===== config.mk =====
export PLATFORM = sky130hd
export DESIGN_NAME = dht11_uart_reporter
export DESIGN_NICKNAME = d
export VERILOG_FILES = /design/src/rtl/dht11_pkg.sv /design/src/rtl/dht11_dec2.sv /design/src/rtl/dht11_uart_reporter.sv
export SDC_FILE = /design/constraint.sdc
export NUM_CORES = 1
export LEC_CHECK = 0
export CORE_ASPECT_RATIO = 0.75
export CORE_MARGIN = 2
export CORE_UTILIZATION = 50
export DETAILED_ROUTE_END_ITERATION = 8
export PLACE_DENSITY = 0.72
export SLEW_MARGIN = 20
export SYNTH_ARGS = -nofsm -noshare
export SYNTH_HDL_FRONTEND = slang
export SYNTH_SLANG_ARGS = --single-unit

===== constraint.sdc =====
create_clock -name clk -period 10.05 [get_ports clk]
set_input_delay 2.01 -clock clk [delete_from_list [all_inputs] [get_ports clk]]
set_output_delay 2.01 -clock clk [all_outputs]
set_load 0.1 [all_outputs]

===== src/rtl/dht11_pkg.sv =====
// Shared types and ASCII constants for the DHT11 UART reporter.
package dht11_pkg;

  typedef enum logic [1:0] {IDLE, CHECK, SEND} state_t;

  localparam logic [7:0] ASCII_H     = 8'h48;
  localparam logic [7:0] ASCII_T     = 8'h54;
  localparam logic [7:0] ASCII_COLON = 8'h3A;
  localparam logic [7:0] ASCII_SPACE = 8'h20;
  localparam logic [7:0] ASCII_DOT   = 8'h2E;
  localparam logic [7:0] ASCII_CR    = 8'h0D;
  localparam logic [7:0] ASCII_LF    = 8'h0A;
  localparam logic [7:0] ASCII_ZERO  = 8'h30;

  localparam int MSG_LEN_BASE = 11;
  localparam int MSG_LEN_FRAC = 15;

  function automatic logic [7:0] ascii_digit(input logic [3:0] d);
    return ASCII_ZERO + {4'h0, d};
  endfunction

endpackage


===== src/rtl/dht11_dec2.sv =====
// Combinational byte-to-two-decimal-digit converter; values above 99 clamp to 99.
// Zero latency, no handshake.
module dht11_dec2 (
  input  logic [7:0] value,
  output logic [3:0] tens,
  output logic [3:0] ones
);

  logic [6:0] clamped;

  always_comb begin
    clamped = (value > 8'd99) ? 7'd99 : value[6:0];
    tens    = 4'(clamped / 7'd10);
    ones    = 4'(clamped % 7'd10);
  end

endmodule


===== src/rtl/dht11_uart_reporter.sv =====
// Checksums DHT11 frames and streams "H:dd T:dd\r\n" (or "H:dd.f T:dd.f\r\n" with DHT11_FRAC_EN)
// to a UART over valid/ready; first byte two cycles after a trigger, tx_data held while stalled.
module dht11_uart_reporter
  import dht11_pkg::*;
#(
  parameter int REPORT_CYCLES = 100_000_000,
  parameter int ERR_CNT_W     = 8
) (
  input  logic                 clk,
  input  logic                 rst,
  input  logic [7:0]           hum_high,
  input  logic [7:0]           hum_low,
  input  logic [7:0]           tem_high,
  input  logic [7:0]           tem_low,
  input  logic [7:0]           checksum,
  output logic [7:0]           tx_data,
  output logic                 tx_valid,
  input  logic                 tx_ready,
  output logic                 busy,
  output logic                 csum_err,
  output logic [ERR_CNT_W-1:0] err_cnt
);

`ifdef DHT11_FRAC_EN
  localparam int MSG_LEN = MSG_LEN_FRAC;
`else
  localparam int MSG_LEN = MSG_LEN_BASE;
`endif
  localparam logic [3:0] LAST_IDX = 4'(MSG_LEN - 1);
  localparam int TIMER_W = (REPORT_CYCLES > 1) ? $clog2(REPORT_CYCLES) : 1;
  localparam logic [TIMER_W-1:0] TIMER_MAX = TIMER_W'((REPORT_CYCLES > 0) ? REPORT_CYCLES - 1 : 0);

  state_t               state, state_nxt;
  logic [39:0]          frame, snapshot;
  logic [TIMER_W-1:0]   timer;
  logic                 pending;
  logic [3:0]           idx;
  logic                 change, timer_exp, periodic, start, sum_ok;
  logic [7:0]           sum;
  logic [3:0]           hum_tens, hum_ones, tem_tens, tem_ones;
  logic [7:0]           msg_byte;

  assign frame     = {hum_high, hum_low, tem_high, tem_low, checksum};
  assign change    = (frame != snapshot) && (frame != 40'd0);
  assign timer_exp = (REPORT_CYCLES != 0) && (timer == TIMER_MAX);
  // A periodic re-report needs a frame to repeat; until one arrives the request stays pending.
  assign periodic  = (pending || timer_exp) && (snapshot != 40'd0);
  assign start     = (state == IDLE) && (change || periodic);
  assign sum       = snapshot[39:32] + snapshot[31:24] + snapshot[23:16] + snapshot[15:8];
  assign sum_ok    = (sum == snapshot[7:0]);

  dht11_dec2 u_hum_dec (.value(snapshot[39:32]), .tens(hum_tens), .ones(hum_ones));
  dht11_dec2 u_tem_dec (.value(snapshot[23:16]), .tens(tem_tens), .ones(tem_ones));

`ifdef DHT11_FRAC_EN
  logic [3:0] hum_frac, tem_frac;
  assign hum_frac = (snapshot[31:24] > 8'd9) ? 4'd9 : snapshot[27:24];
  assign tem_frac = (snapshot[15:8]  > 8'd9) ? 4'd9 : snapshot[11:8];
`endif

  always_comb begin
    msg_byte = 8'h00;
    case (idx)
`ifdef DHT11_FRAC_EN
      4'd0:  msg_byte = ASCII_H;
      4'd1:  msg_byte = ASCII_COLON;
      4'd2:  msg_byte = ascii_digit(hum_tens);
      4'd3:  msg_byte = ascii_digit(hum_ones);
      4'd4:  msg_byte = ASCII_DOT;
      4'd5:  msg_byte = ascii_digit(hum_frac);
      4'd6:  msg_byte = ASCII_SPACE;
      4'd7:  msg_byte = ASCII_T;
      4'd8:  msg_byte = ASCII_COLON;
      4'd9:  msg_byte = ascii_digit(tem_tens);
      4'd10: msg_byte = ascii_digit(tem_ones);
      4'd11: msg_byte = ASCII_DOT;
      4'd12: msg_byte = ascii_digit(tem_frac);
      4'd13: msg_byte = ASCII_CR;
      4'd14: msg_byte = ASCII_LF;
`else
      4'd0:  msg_byte = ASCII_H;
      4'd1:  msg_byte = ASCII_COLON;
      4'd2:  msg_byte = ascii_digit(hum_tens);
      4'd3:  msg_byte = ascii_digit(hum_ones);
      4'd4:  msg_byte = ASCII_SPACE;
      4'd5:  msg_byte = ASCII_T;
      4'd6:  msg_byte = ASCII_COLON;
      4'd7:  msg_byte = ascii_digit(tem_tens);
      4'd8:  msg_byte = ascii_digit(tem_ones);
      4'd9:  msg_byte = ASCII_CR;
      4'd10: msg_byte = ASCII_LF;
`endif
      default: msg_byte = 8'h00;
    endcase
  end

  always_ff @(posedge clk) begin
    if (rst) state <= IDLE;
    else     state <= state_nxt;
  end

  always_comb begin
    state_nxt = state;
    tx_valid  = 1'b0;
    tx_data   = 8'h00;
    csum_err  = 1'b0;
    busy      = (state != IDLE);
    case (state)
      IDLE:  if (start) state_nxt = CHECK;
      CHECK: begin
        if (sum_ok) begin
          state_nxt = SEND;
        end else begin
          csum_err  = 1'b1;
          state_nxt = IDLE;
        end
      end
      SEND: begin
        tx_valid = 1'b1;
        tx_data  = msg_byte;
        if (tx_ready && (idx == LAST_IDX)) state_nxt = IDLE;
      end
      default: state_nxt = IDLE;
    endcase
  end

  always_ff @(posedge clk) begin
    if (rst) begin
      snapshot <= 40'd0;
      timer    <= '0;
      pending  <= 1'b0;
      idx      <= 4'd0;
      err_cnt  <= '0;
    end else begin
      // Periodic-only starts keep the old snapshot so F is not re-read.
      if (start && change) snapshot <= frame;

      if (start || timer_exp) timer <= '0;
      else                    timer <= timer + TIMER_W'(1);

      if (start)          pending <= 1'b0;
      else if (timer_exp) pending <= 1'b1;

      if (state == CHECK) begin
        if (sum_ok)                  idx     <= 4'd0;
        else if (err_cnt != '1)      err_cnt <= err_cnt + ERR_CNT_W'(1);
      end else if (state == SEND && tx_ready) begin
        idx <= idx + 4'd1;
      end
    end
  end

endmodule


==> results.json <==
{
  "r2r-end": "err_cnt[7]$_SDFFE_PP0P_",
  "finalCritPeriodShare": 0.8642,
  "post-route-util": 0.5963,
  "maxSlewViolCount": 0,
  "clockBufferDepth": 2,
  "synth_xor_area_frac": 0.1295,
  "power_density_nw_per_um2": 140.0,
  "end_kind": "primary output",
  "intPower_uw": 638.4,
  "crit_fanout": 10,
  "clkPwrFrac": 0.318,
  "numPortBuffers": 60,
  "antenna_found_initial": 0,
  "nFillCells": 1072,
  "first_pass_iters": 5,
  "ys_warn_count": 0,
  "start_util": 0.5164,
  "routed_via_density": 5.944,
  "grt_overflow": 0,
  "crit_type": "register to primary output",
  "final_nets": 842,
  "synthAdderAreaFrac": 0.08772,
  "ys_async_sr_fraction": 0,
  "worstPathArrival_ns": 6.67,
  "area_growth_pct": 15.46,
  "grt_start_max_net_pins": 58,
  "grt_pass1_vias": 5315,
  "syn_inst": 732,
  "ir_drop_uv": 81.29,
  "via_count": 5546,
  "gp_congestion": 0.9403,
  "min-delay-start": "timer[16]$_SDFF_PP0_",
  "synth_cell_types": 72,
  "cts_setup_buffers": 0,
  "r2r_start": "snapshot[17]$_SDFFE_PP0P_",
  "p_sw_frac": 0.3437,
  "status": "complete, no violations",
  "wl_per_cell_um": 17.84,
  "power.leakage_uw": 0.002641,
  "die_area_um2": 12940,
  "synth_ff_type": "dfxtp_1",
  "worstPathRequired_ns": 8.04,
  "cts_num_sinks": 82,
  "htreeDepth": 3,
  "maxCapViolations": 0,
  "drt_first_iter_violations": 462,
  "diodes": 0,
  "rsz0062_at_grt": "no",
  "synth_nets": 808,
  "worstSetupEndpoint": "tx_data[1]",
  "ys_seq_elements": 82,
  "holdWs_ns": 0.4816,
  "dpl.hpwl_um": 12550,
  "startpoint_type": "register",
  "synth_compound_area_frac": 0.1413,
  "ios": 62,
  "fin_cells": 933,
  "cts_made_buffers": 9,
  "synth_top_family_by_area": "simple AND/OR/NAND/NOR gates",
  "multi_input_area_um2": 4149,
  "ys_seq_area_frac": 0.2727,
  "power_uw": 972.8,
  "clock.fmax_mhz": 115.1,
  "ant_nets": 0,
  "p_seq_frac": 0.383,
  "clock_latency_ns": 0.34,
  "synthMuxAreaShare": 0.07670,
  "cts.clk_slew.worst_paths_ns": 0.06,
  "combPwrFrac": 0.299,
  "finalSetupViolations": 0,
  "worst_slew_pin_slew_ns": 0.9792,
  "slew-limit-headroom": 0.3451,
  "ff2ff_path_depth": 13,
  "core_area_um2": 11660,
  "tns_ns": 0,
  "die_y_um": 99.02,
  "skew_ns": 0.006831,
  "p_sw_uw": 334.4,
  "root_buffer": "clkbuf_16",
  "dp.cells": 917,
  "wirelength_um": 16640,
  "holdBufCountCts": 0,
  "track_usage": 0.2673,
  "hold_violations": 0,
  "finalCriticalPeriod_ns": 8.685,
  "cts_tree": "yes",
  "hp-class": "register to register",
  "crit_start": "idx[0]$_SDFFE_PP0P_",
  "synth_simple_gate_area_frac": 0.2505,
  "cts-resized-gates": 0,
  "syn_area_um2": 6020,
  "row_count": 34,
  "r2r_slack_ns": 5.62,
  "die_w_um": 130.7,
  "syn_avg_cell_area_um2": 8.223,
  "drc": 0,
  "grt_pass1_wl_um": 27380,
  "synth_edf_count": 0,
  "register_area_um2": 1642,
  "drive_above_1_share": 0.04150
}
==> cells by family (layout without fill, tap and decap cells) <==
group	Yosys count	count (layout)
other cells	1	1
compound gates	127	127
fa+ha+maj	34	34
xor+xnor	89	89
flops	82	82
mux	46	46
buf+inv	57	96
simple gates	296	296
==> sequential cells by signal, indices dropped and copies added, names as in the netlist <==
signal and flops:
err_cnt 8, idx 4, pending 1, snapshot 40
state 2, timer 27
==> Yosys cell counts, types with 3 or more instances <==
library cell,n,area share
nor2_1,106,0.066
dfxtp_1,82,0.27
xnor2_1,66,0.096
mux2i_1,45,0.075
a21oi_1,35,0.029
nand2_1,32,0.020
nand3_1,32,0.027
nor4_1,29,0.030
o21ai_0,27,0.022
clkbuf_1,25,0.016
xor2_1,23,0.033
nand4_1,20,0.021
ha_1,19,0.039
inv_1,18,0.011
nor3_1,16,0.013
fa_1,14,0.047
and3_1,12,0.012
nor2b_1,7,0.0073
a211oi_1,5,0.0062
a21o_1,5,0.0062
and2_1,5,0.0052
buf_1,5,0.0031
buf_2,5,0.0042
nand2b_1,5,0.0052
nor4b_1,5,0.0073
o21ai_1,5,0.0042
or3_1,5,0.0052
a2111o_1,4,0.0075
a311oi_1,4,0.0058
nand3b_1,4,0.0050
nor3b_1,4,0.0050
o22ai_1,4,0.0042
or2_2,4,0.0042
buf_6,3,0.0056
==> worst min path at each step <==
stage / endpoint / slack (ns) / depth (start not counted)
finish: timer[16]$_SDFF_PP0_ / 0.48 / 2
global route: timer[16]$_SDFF_PP0_ / 0.53 / 2
CTS: timer[16]$_SDFF_PP0_ / 0.48 / 2
detailed placement: timer[16]$_SDFF_PP0_ / 0.47 / 2
global placement: timer[16]$_SDFF_PP0_ / 0.47 / 2
floorplan: timer[0]$_SDFF_PP0_ / 0.45 / 1
==> worst max-delay path: stages, from the launching register on <==
cell             delay, ns
dfxtp_1               0.35
inv_1                 0.11
ha_1                  0.33
nand3b_1              0.40
and3_1                0.34
nor2_1                0.20
inv_1                 0.13
ha_1                  0.24
a2111o_1              0.32
nand2_1               0.10
o21ai_0               0.10
a221oi_1              0.52
inv_1                 0.18
ha_1                  0.25
nand4_1               0.09
o211ai_1              0.14
nand4_4               0.14
nand2_1               0.13
xnor2_1               0.27
ha_1                  0.24
a311oi_1              0.09
a2111o_1              0.40
o211ai_2              0.14
clkdlybuf4s50_1       1.15
==> power by group through the flow <==
stage | Sequential [µW] | Combinational, µW | Clock [µW]
after floorplan | 369 | 217 | 0
after global placement | 378 | 279 | 0
after detailed placement | 379 | 287 | 0
after CTS | 372 | 289 | 317
after global routing | 375 | 321 | 333
final | 373 | 291 | 309
==> layout make-up <==
cell class / instances / area share
tap: 162 / 0.02916
sequential: 82 / 0.2362
inverter: 18 / 0.009721
clock buffer: 10 / 0.03294
clock inverter: 6 / 0.006841
timing repair buffer: 62 / 0.08821
multi-input combinational: 593 / 0.5969
==> layout by cell type, fill, tap and decap left out, drive strengths merged, types with 19 or more instances in the layout <==
cell           Yosys  routed
inv               18      21
nand4             21      21
nor2             106     106
mux2i             45      45
a21oi             36      36
xnor2             66      66
nor4              29      29
nand3             32      32
clkdlybuf4s50      0      59
nand2             32      32
o21ai             32      32
ha                19      19
xor2              23      23
dfxtp             82      82
==> layer usage <==
metal | GRT usage | up-vias | share of wire
li1 | - | 2686 | -
met1 | 0.3914 | 2649 | 0.49
met5 | 0 | - | 0
met2 | 0.3978 | 194 | 0.43
met4 | 0.06383 | 0 | 0.016
met3 | 0.06243 | 17 | 0.068
==> per-stage QoR <==
step	setup WS (ns)	instance area (µm²)
6_report	1.365	6950
5_1_grt	0.8469	6950
4_1_cts	1.378	6948
3_5_place_dp	1.764	6671
3_3_place_gp	2.058	6671
2_1_floorplan	2.660	6020
No activity file was read; power rests on OpenSTA's default activity.
